File: src/rtl/alu_pkg.sv
// ============================================================================
// Package : alu_pkg
// Purpose : Shared ALU shift-path definitions: shift mode encodings and the
//           fill-bit helper used by the pipelined barrel shifter.
// Revision: 1.0 - initial release
// ============================================================================
`default_nettype none

package alu_pkg;

  localparam logic [1:0] SHIFT_SLL = 2'b00;
  localparam logic [1:0] SHIFT_SRL = 2'b01;
  localparam logic [1:0] SHIFT_SRA = 2'b10;
  localparam logic [1:0] SHIFT_ROR = 2'b11;

  // Bit shifted into vacated positions. Only SRA replicates the sign bit;
  // ROR ignores it because wrapped bits fill the gap instead.
  function automatic logic shift_fill(input logic [1:0] mode, input logic msb);
    return (mode == SHIFT_SRA) ? msb : 1'b0;
  endfunction

endpackage

`default_nettype wire

File: src/rtl/shift_layer.sv
// ============================================================================
// Module  : shift_layer
// Purpose : One combinational mux layer of the barrel shifter. Shifts or
//           rotates the operand by DIST positions when sel is set.
// Ports   : data    in  WIDTH  operand entering this layer
//           mode    in  2      shift mode (SLL/SRL/SRA/ROR)
//           fill    in  1      bit inserted into vacated positions
//           sel     in  1      apply this layer's shift distance
//           shifted out WIDTH  layer result
// Revision: 1.0 - initial release
// ============================================================================
`default_nettype none

module shift_layer
  import alu_pkg::*;
#(
  parameter int WIDTH = 8,
  parameter int DIST  = 1
) (
  input  logic [WIDTH-1:0] data,
  input  logic [1:0]       mode,
  input  logic             fill,
  input  logic             sel,
  output logic [WIDTH-1:0] shifted
);

  logic [WIDTH-1:0] moved;

  always_comb begin
    moved = data;
    case (mode)
      // fill is always 0 for SLL, so it doubles as the zero source
      SHIFT_SLL: moved = {data[WIDTH-DIST-1:0], {DIST{fill}}};
      SHIFT_ROR: moved = {data[DIST-1:0], data[WIDTH-1:DIST]};
      default:   moved = {{DIST{fill}}, data[WIDTH-1:DIST]};
    endcase
    shifted = sel ? moved : data;
  end

endmodule

`default_nettype wire

File: src/rtl/pipelined_barrel_shifter.sv
// ============================================================================
// Module  : pipelined_barrel_shifter
// Purpose : Pipelined WIDTH-bit barrel shifter (SLL, SRL, SRA, ROR) with one
//           register stage per mux layer and a valid/ready handshake.
//           Latency is LAYERS cycles, throughput one op per cycle; the whole
//           pipe stalls while the output is valid and not accepted.
// Ports   : clk        in   1        clock, rising edge
//           rst_n      in   1        asynchronous active-low reset
//           in_valid   in   1        data1/shamt/mode valid
//           in_ready   out  1        shifter accepts input this cycle
//           data1      in   WIDTH    operand
//           shamt      in   SHAMT_W  unsigned shift amount
//           mode       in   2        00 SLL, 01 SRL, 10 SRA, 11 ROR
//           out_valid  out  1        result valid
//           out_ready  in   1        consumer accepts result
//           result     out  WIDTH    shifted value
// Revision: 1.0 - initial release
// ============================================================================
`default_nettype none

module pipelined_barrel_shifter
  import alu_pkg::*;
#(
  parameter int WIDTH   = 8,
  parameter int SHAMT_W = 8
) (
  input  logic               clk,
  input  logic               rst_n,
  input  logic               in_valid,
  output logic               in_ready,
  input  logic [WIDTH-1:0]   data1,
  input  logic [SHAMT_W-1:0] shamt,
  input  logic [1:0]         mode,
  output logic               out_valid,
  input  logic               out_ready,
  output logic [WIDTH-1:0]   result
);

  localparam int LAYERS = $clog2(WIDTH);
  // The last stage only carries valid + final data; all earlier stages also
  // carry the per-op control that later layers still need.
  localparam int META   = LAYERS - 1;

  logic             stage_valid [LAYERS];
  logic [WIDTH-1:0] stage_data  [LAYERS];
  logic [1:0]       stage_mode  [META];
  logic             stage_fill  [META];
  logic             stage_ovr   [META];
  // Remaining shift-amount bits, pre-shifted so bit 0 always drives the
  // next layer's select.
  logic [LAYERS-1:0] stage_shamt [META];

  logic [WIDTH-1:0] layer_out [LAYERS];
  logic [WIDTH-1:0] final_data;
  logic             en;
  logic             in_fill;
  logic             in_ovr;

  assign en        = !stage_valid[LAYERS-1] || out_ready;
  assign in_ready  = en;
  assign out_valid = stage_valid[LAYERS-1];
  assign result    = stage_data[LAYERS-1];

  assign in_fill = shift_fill(mode, data1[WIDTH-1]);

  // Any set bit above the layer-select range means the amount is >= WIDTH.
  always_comb begin
    in_ovr = 1'b0;
    for (int i = LAYERS; i < SHAMT_W; i++) begin
      in_ovr = in_ovr | shamt[i];
    end
  end

  for (genvar k = 0; k < LAYERS; k++) begin : g_layer
    if (k == 0) begin : g_first
      shift_layer #(
        .WIDTH (WIDTH),
        .DIST  (1)
      ) u_layer (
        .data    (data1),
        .mode    (mode),
        .fill    (in_fill),
        .sel     (shamt[0]),
        .shifted (layer_out[0])
      );
    end else begin : g_rest
      shift_layer #(
        .WIDTH (WIDTH),
        .DIST  (1 << k)
      ) u_layer (
        .data    (stage_data[k-1]),
        .mode    (stage_mode[k-1]),
        .fill    (stage_fill[k-1]),
        .sel     (stage_shamt[k-1][0]),
        .shifted (layer_out[k])
      );
    end
  end

  // Over-range override: logical shifts collapse to zero, SRA to the sign
  // (which is exactly the stored fill bit); ROR wraps modulo WIDTH.
  always_comb begin
    final_data = layer_out[LAYERS-1];
    if (stage_ovr[META-1] && (stage_mode[META-1] != SHIFT_ROR)) begin
      final_data = {WIDTH{stage_fill[META-1]}};
    end
  end

  always_ff @(posedge clk or negedge rst_n) begin
    if (!rst_n) begin
      for (int k = 0; k < LAYERS; k++) begin
        stage_valid[k] <= 1'b0;
        stage_data[k]  <= '0;
      end
      for (int k = 0; k < META; k++) begin
        stage_mode[k]  <= SHIFT_SLL;
        stage_fill[k]  <= 1'b0;
        stage_ovr[k]   <= 1'b0;
        stage_shamt[k] <= '0;
      end
    end else if (en) begin
      stage_valid[0] <= in_valid;
      stage_data[0]  <= layer_out[0];
      stage_mode[0]  <= mode;
      stage_fill[0]  <= in_fill;
      stage_ovr[0]   <= in_ovr;
      stage_shamt[0] <= shamt[LAYERS-1:0] >> 1;
      for (int k = 1; k < META; k++) begin
        stage_valid[k] <= stage_valid[k-1];
        stage_data[k]  <= layer_out[k];
        stage_mode[k]  <= stage_mode[k-1];
        stage_fill[k]  <= stage_fill[k-1];
        stage_ovr[k]   <= stage_ovr[k-1];
        stage_shamt[k] <= stage_shamt[k-1] >> 1;
      end
      stage_valid[LAYERS-1] <= stage_valid[META-1];
      stage_data[LAYERS-1]  <= final_data;
    end
  end

endmodule

`default_nettype wire

File: config.mk
export PLATFORM = sky130hd
export DESIGN_NAME = pipelined_barrel_shifter
export DESIGN_NICKNAME = d
export VERILOG_FILES = /design/src/rtl/alu_pkg.sv /design/src/rtl/shift_layer.sv /design/src/rtl/pipelined_barrel_shifter.sv
export SDC_FILE = /design/constraint.sdc
export NUM_CORES = 1
export LEC_CHECK = 0
export ABC_AREA = 0
export CORE_MARGIN = 2
export CORE_UTILIZATION = 35
export CTS_CLUSTER_DIAMETER = 100
export DETAILED_ROUTE_END_ITERATION = 8
export PLACE_DENSITY = 0.64
export SYNTH_ARGS = -nofsm -noshare
export SYNTH_HDL_FRONTEND = slang
export SYNTH_SLANG_ARGS = --single-unit
export TNS_END_PERCENT = 5
File: constraint.sdc
create_clock -name clk -period 2.2 [get_ports clk]
set_clock_uncertainty 0.05 [all_clocks]
set_input_delay 0.22 -clock clk [delete_from_list [all_inputs] [get_ports clk]]
set_output_delay 0.22 -clock clk [all_outputs]
set_load 0.1 [all_outputs]
==> out/results.txt <==
Num CTS Buffers = 5
NetSw = 1600 uW
DR vias/cell = 5.14
Mapped Avg Cell Area = 9.30 um2
Clk Latency, worst-skew pair = 0.29 ns
Gate Count Post-Synth = 214
Worst path required time = 2.30 ns
Part of the power in registers = 35.4%
Core Area = 5510 um2
Max Slew Vio Count = 0
Worst Reg-to-Reg Cells = 5
Largest net degree at the start of global routing = 39
Max Cap Violations = 0
Minimum hold slack = -0.0275 ns
Setup repair after global routing missed its margin = no
Via count = 1630
Sw Share = 47.8%
Mux cell area share after synthesis = 0.503%
HPWL after DPL = 3.19 mm
Status = complete, but fails checks
Critical Path Start Type = flip-flop
Ratio of cells with drive above 1 in the final layout = 11.8%
Critical path class = reg2reg
Maximum vdd ir drop = 0.735 mV
Area delta synth->final = 22.5%
Commonest non-fill, non-tap cell in the layout = dfrtp_1
Final Power = 3330 uW
Post-cts sizing count = 0
Global-route usage over all layers = 15.4%
P_int = 1740 uW
Failing checks = hold timing
Post-Synth XOR/XNOR Area = 0%
Part of the power in the clock network = 14.9%
Worst Path Arrival = 1.89 ns
Leakage = 0.00113 uW
Cts-stage hold buffer count = 0
Post-Synth Adder-Cell Area = 5.03%
CTS root buf = clkbuf_8
Total Wirelength = 4.27 mm
Port bufs = 31
# H-tree levels = 2
Combinational family with the most area after synthesis = compound AO/OA/AOI/OAI gates
Top cell type's share of synthesized area = 47.8%
Post-Syn Nets = 244
Synth Register Bits = 38
Synth warn = 0
First-pass DRT Iterations = 4
Max stage delay on crit path = 0.43 ns
# Post-CTS Setup Buffers = 0
Initial antenna violation count = 0
I/O pins = 32
Post-route ant nets = 0
Synth Area in Compound Gates = 28.5%
CTS max path bufs = 2
NumNets Final = 274
Grt total ovfl = 0
Die area = 6310 um2
TritonCTS clock tree = done
DRC viols = 0
Ranking of synthesized cells by area = dfrtp_1 (48%), o21ai_0 (7.0%), nand2_1 (6.4%)
Commonest non-fill, non-tap cells in the layout = dfrtp_1 (38), nand2_1 (34), o21ai_0 (28)
Die height = 79.4 um
Peak Freq = 0.557 GHz
Least-Margin Pin Slew = 0.821 ns
CP Capture Type = flip-flop
Synth Cell Area = 1990 um2
Hold WC Path Type = in2async
Fin. Hold Viols = 38
Ys async rst share = 100%
Setup violators final = 0
Combinational share of power = 49.7%
Worst-path cell chain = inv_1 -> ha_1 -> and3b_1 -> nor4b_2 -> a21oi_1
Clock transition at the registers of the reported paths = 0.08 ns
Top FF cell, synth = dfrtp_1
Largest area contributor in the netlist = dfrtp_1
Headroom to the max-slew limit = 45.2%
Chip width = 79.4 um
WP buf/inv = 1
Vias in the first global route = 1616
Stages on worst setup path = 5
Diode count = 0
Setup TNS = 0 ns
Site row count = 27
WL/cell = 13.5 um
Final period util = 81.6%
Crit-path max FO = 7
CP top delay family = simple AND/OR/NAND/NOR gates
Pwr/cell area = 1370 nW/um2
Sequential area share after synthesis = 47.8%
Starting Density = 36.2%
Number of synthesized flops with an enable pin = 0
Initial detailed-routing violation count = 68
First-pass GRT wire length = 7.56 mm
RePlAce Congestion = 0.917
Simple-gate portion of the synthesized area = 13.7%
Min Clock Period, post-route = 1.79 ns
Synth cell types = 32
Slowest CP cell = nor4b_2
Clock sinks = 38
==> flip-flops by register name (all words and copies together) (netlist names) <==
| signal | flops |
|---|---|
| out_valid | 1 |
| stage_data | 16 |
| result | 8 |
| stage_valid | 2 |
| stage_ovr | 2 |
| stage_shamt | 3 |
| stage_mode | 4 |
| stage_fill | 2 |
==> metrics by stage <==
step	hold WS [ns]	util, %	setup slack [ns]	std cells	cell area [um2]
global route	0.0317	44.3	0.273	317	2440
global placement	0.318	42.6	0.161	309	2350
finish	-0.0275	44.3	0.406	317	2440
detailed placement	0.335	42.6	0.128	309	2350
floorplan	-0.126	-	0.00426	214	1990
CTS	0.0196	44.3	0.414	317	2440
==> final timing paths <==
kind,slack [ns],end,from
max,0.41,result[3],stage_mode[0]
min,-0.03,result[1],rst_n
max reg2reg,0.41,result[3],stage_mode[0]
min reg2reg,0.42,out_valid,stage_valid[1]
max in group asynchronous,1.60,stage_data[13],rst_n
min in group clk,0.41,stage_shamt[4],shamt[2]
==> area by class of cell <==
type                       instances  area (um2)
clock buffer                       7        86.3
timing repair buffer              36         330
sequential                        38         951
clock inverter                     1        5.00
multi-input combinational        156         950
fill                             573        3070
tap                               72        90.1
inverter                           7        26.3
==> cell families (layout without fill, tap and decap cells) <==
family / Yosys count / in the layout
flip-flops: 38 / 38
AO/OA/AOI/OAI: 90 / 90
AND/OR/NAND/NOR: 57 / 57
adder cells (fa/ha/maj): 8 / 8
buffers and inverters: 20 / 51
multiplexers: 1 / 1
==> power by group through the flow <==
stage / combinational, uW / clock, uW / sequential [uW]
after floorplan: 758 / 0 / 1690
after global placement: 1650 / 0 / 1190
after detailed placement: 1670 / 0 / 1200
after CTS: 1670 / 508 / 1190
after global routing: 1810 / 550 / 1220
final: 1660 / 496 / 1180
==> worst register-to-register path, stage by stage, from the launching register on <==
cell and delay [ns]:
dfrtp_1 0.41, inv_1 0.06, ha_1 0.36, and3b_1 0.20
nor4b_2 0.43, a21oi_1 0.14
==> per-layer routing <==
| layer | up-vias | global-route usage, % | part of all wire, % |
|---|---|---|---|
| li1 | 827 | - | - |
| met1 | 760 | 20.0 | 47 |
| met2 | 41 | 24.6 | 49 |
| met3 | 2 | 4.41 | 4.3 |
| met4 | 0 | 5.34 | 0.63 |
| met5 | - | 0 | 0 |
==> Yosys cell counts (all sizes together), types with 2 or more instances <==
library cell  number
nor3               5
nand2             34
clkbuf             8
o22a               4
or2                2
a21o              13
dfrtp             38
nor2b              4
ha                 8
a31oi              3
a21oi             21
inv                7
o21ai             28
nor2               7
a22oi             12
o221ai             4
buf                5
(Power assumes the default switching activity.)
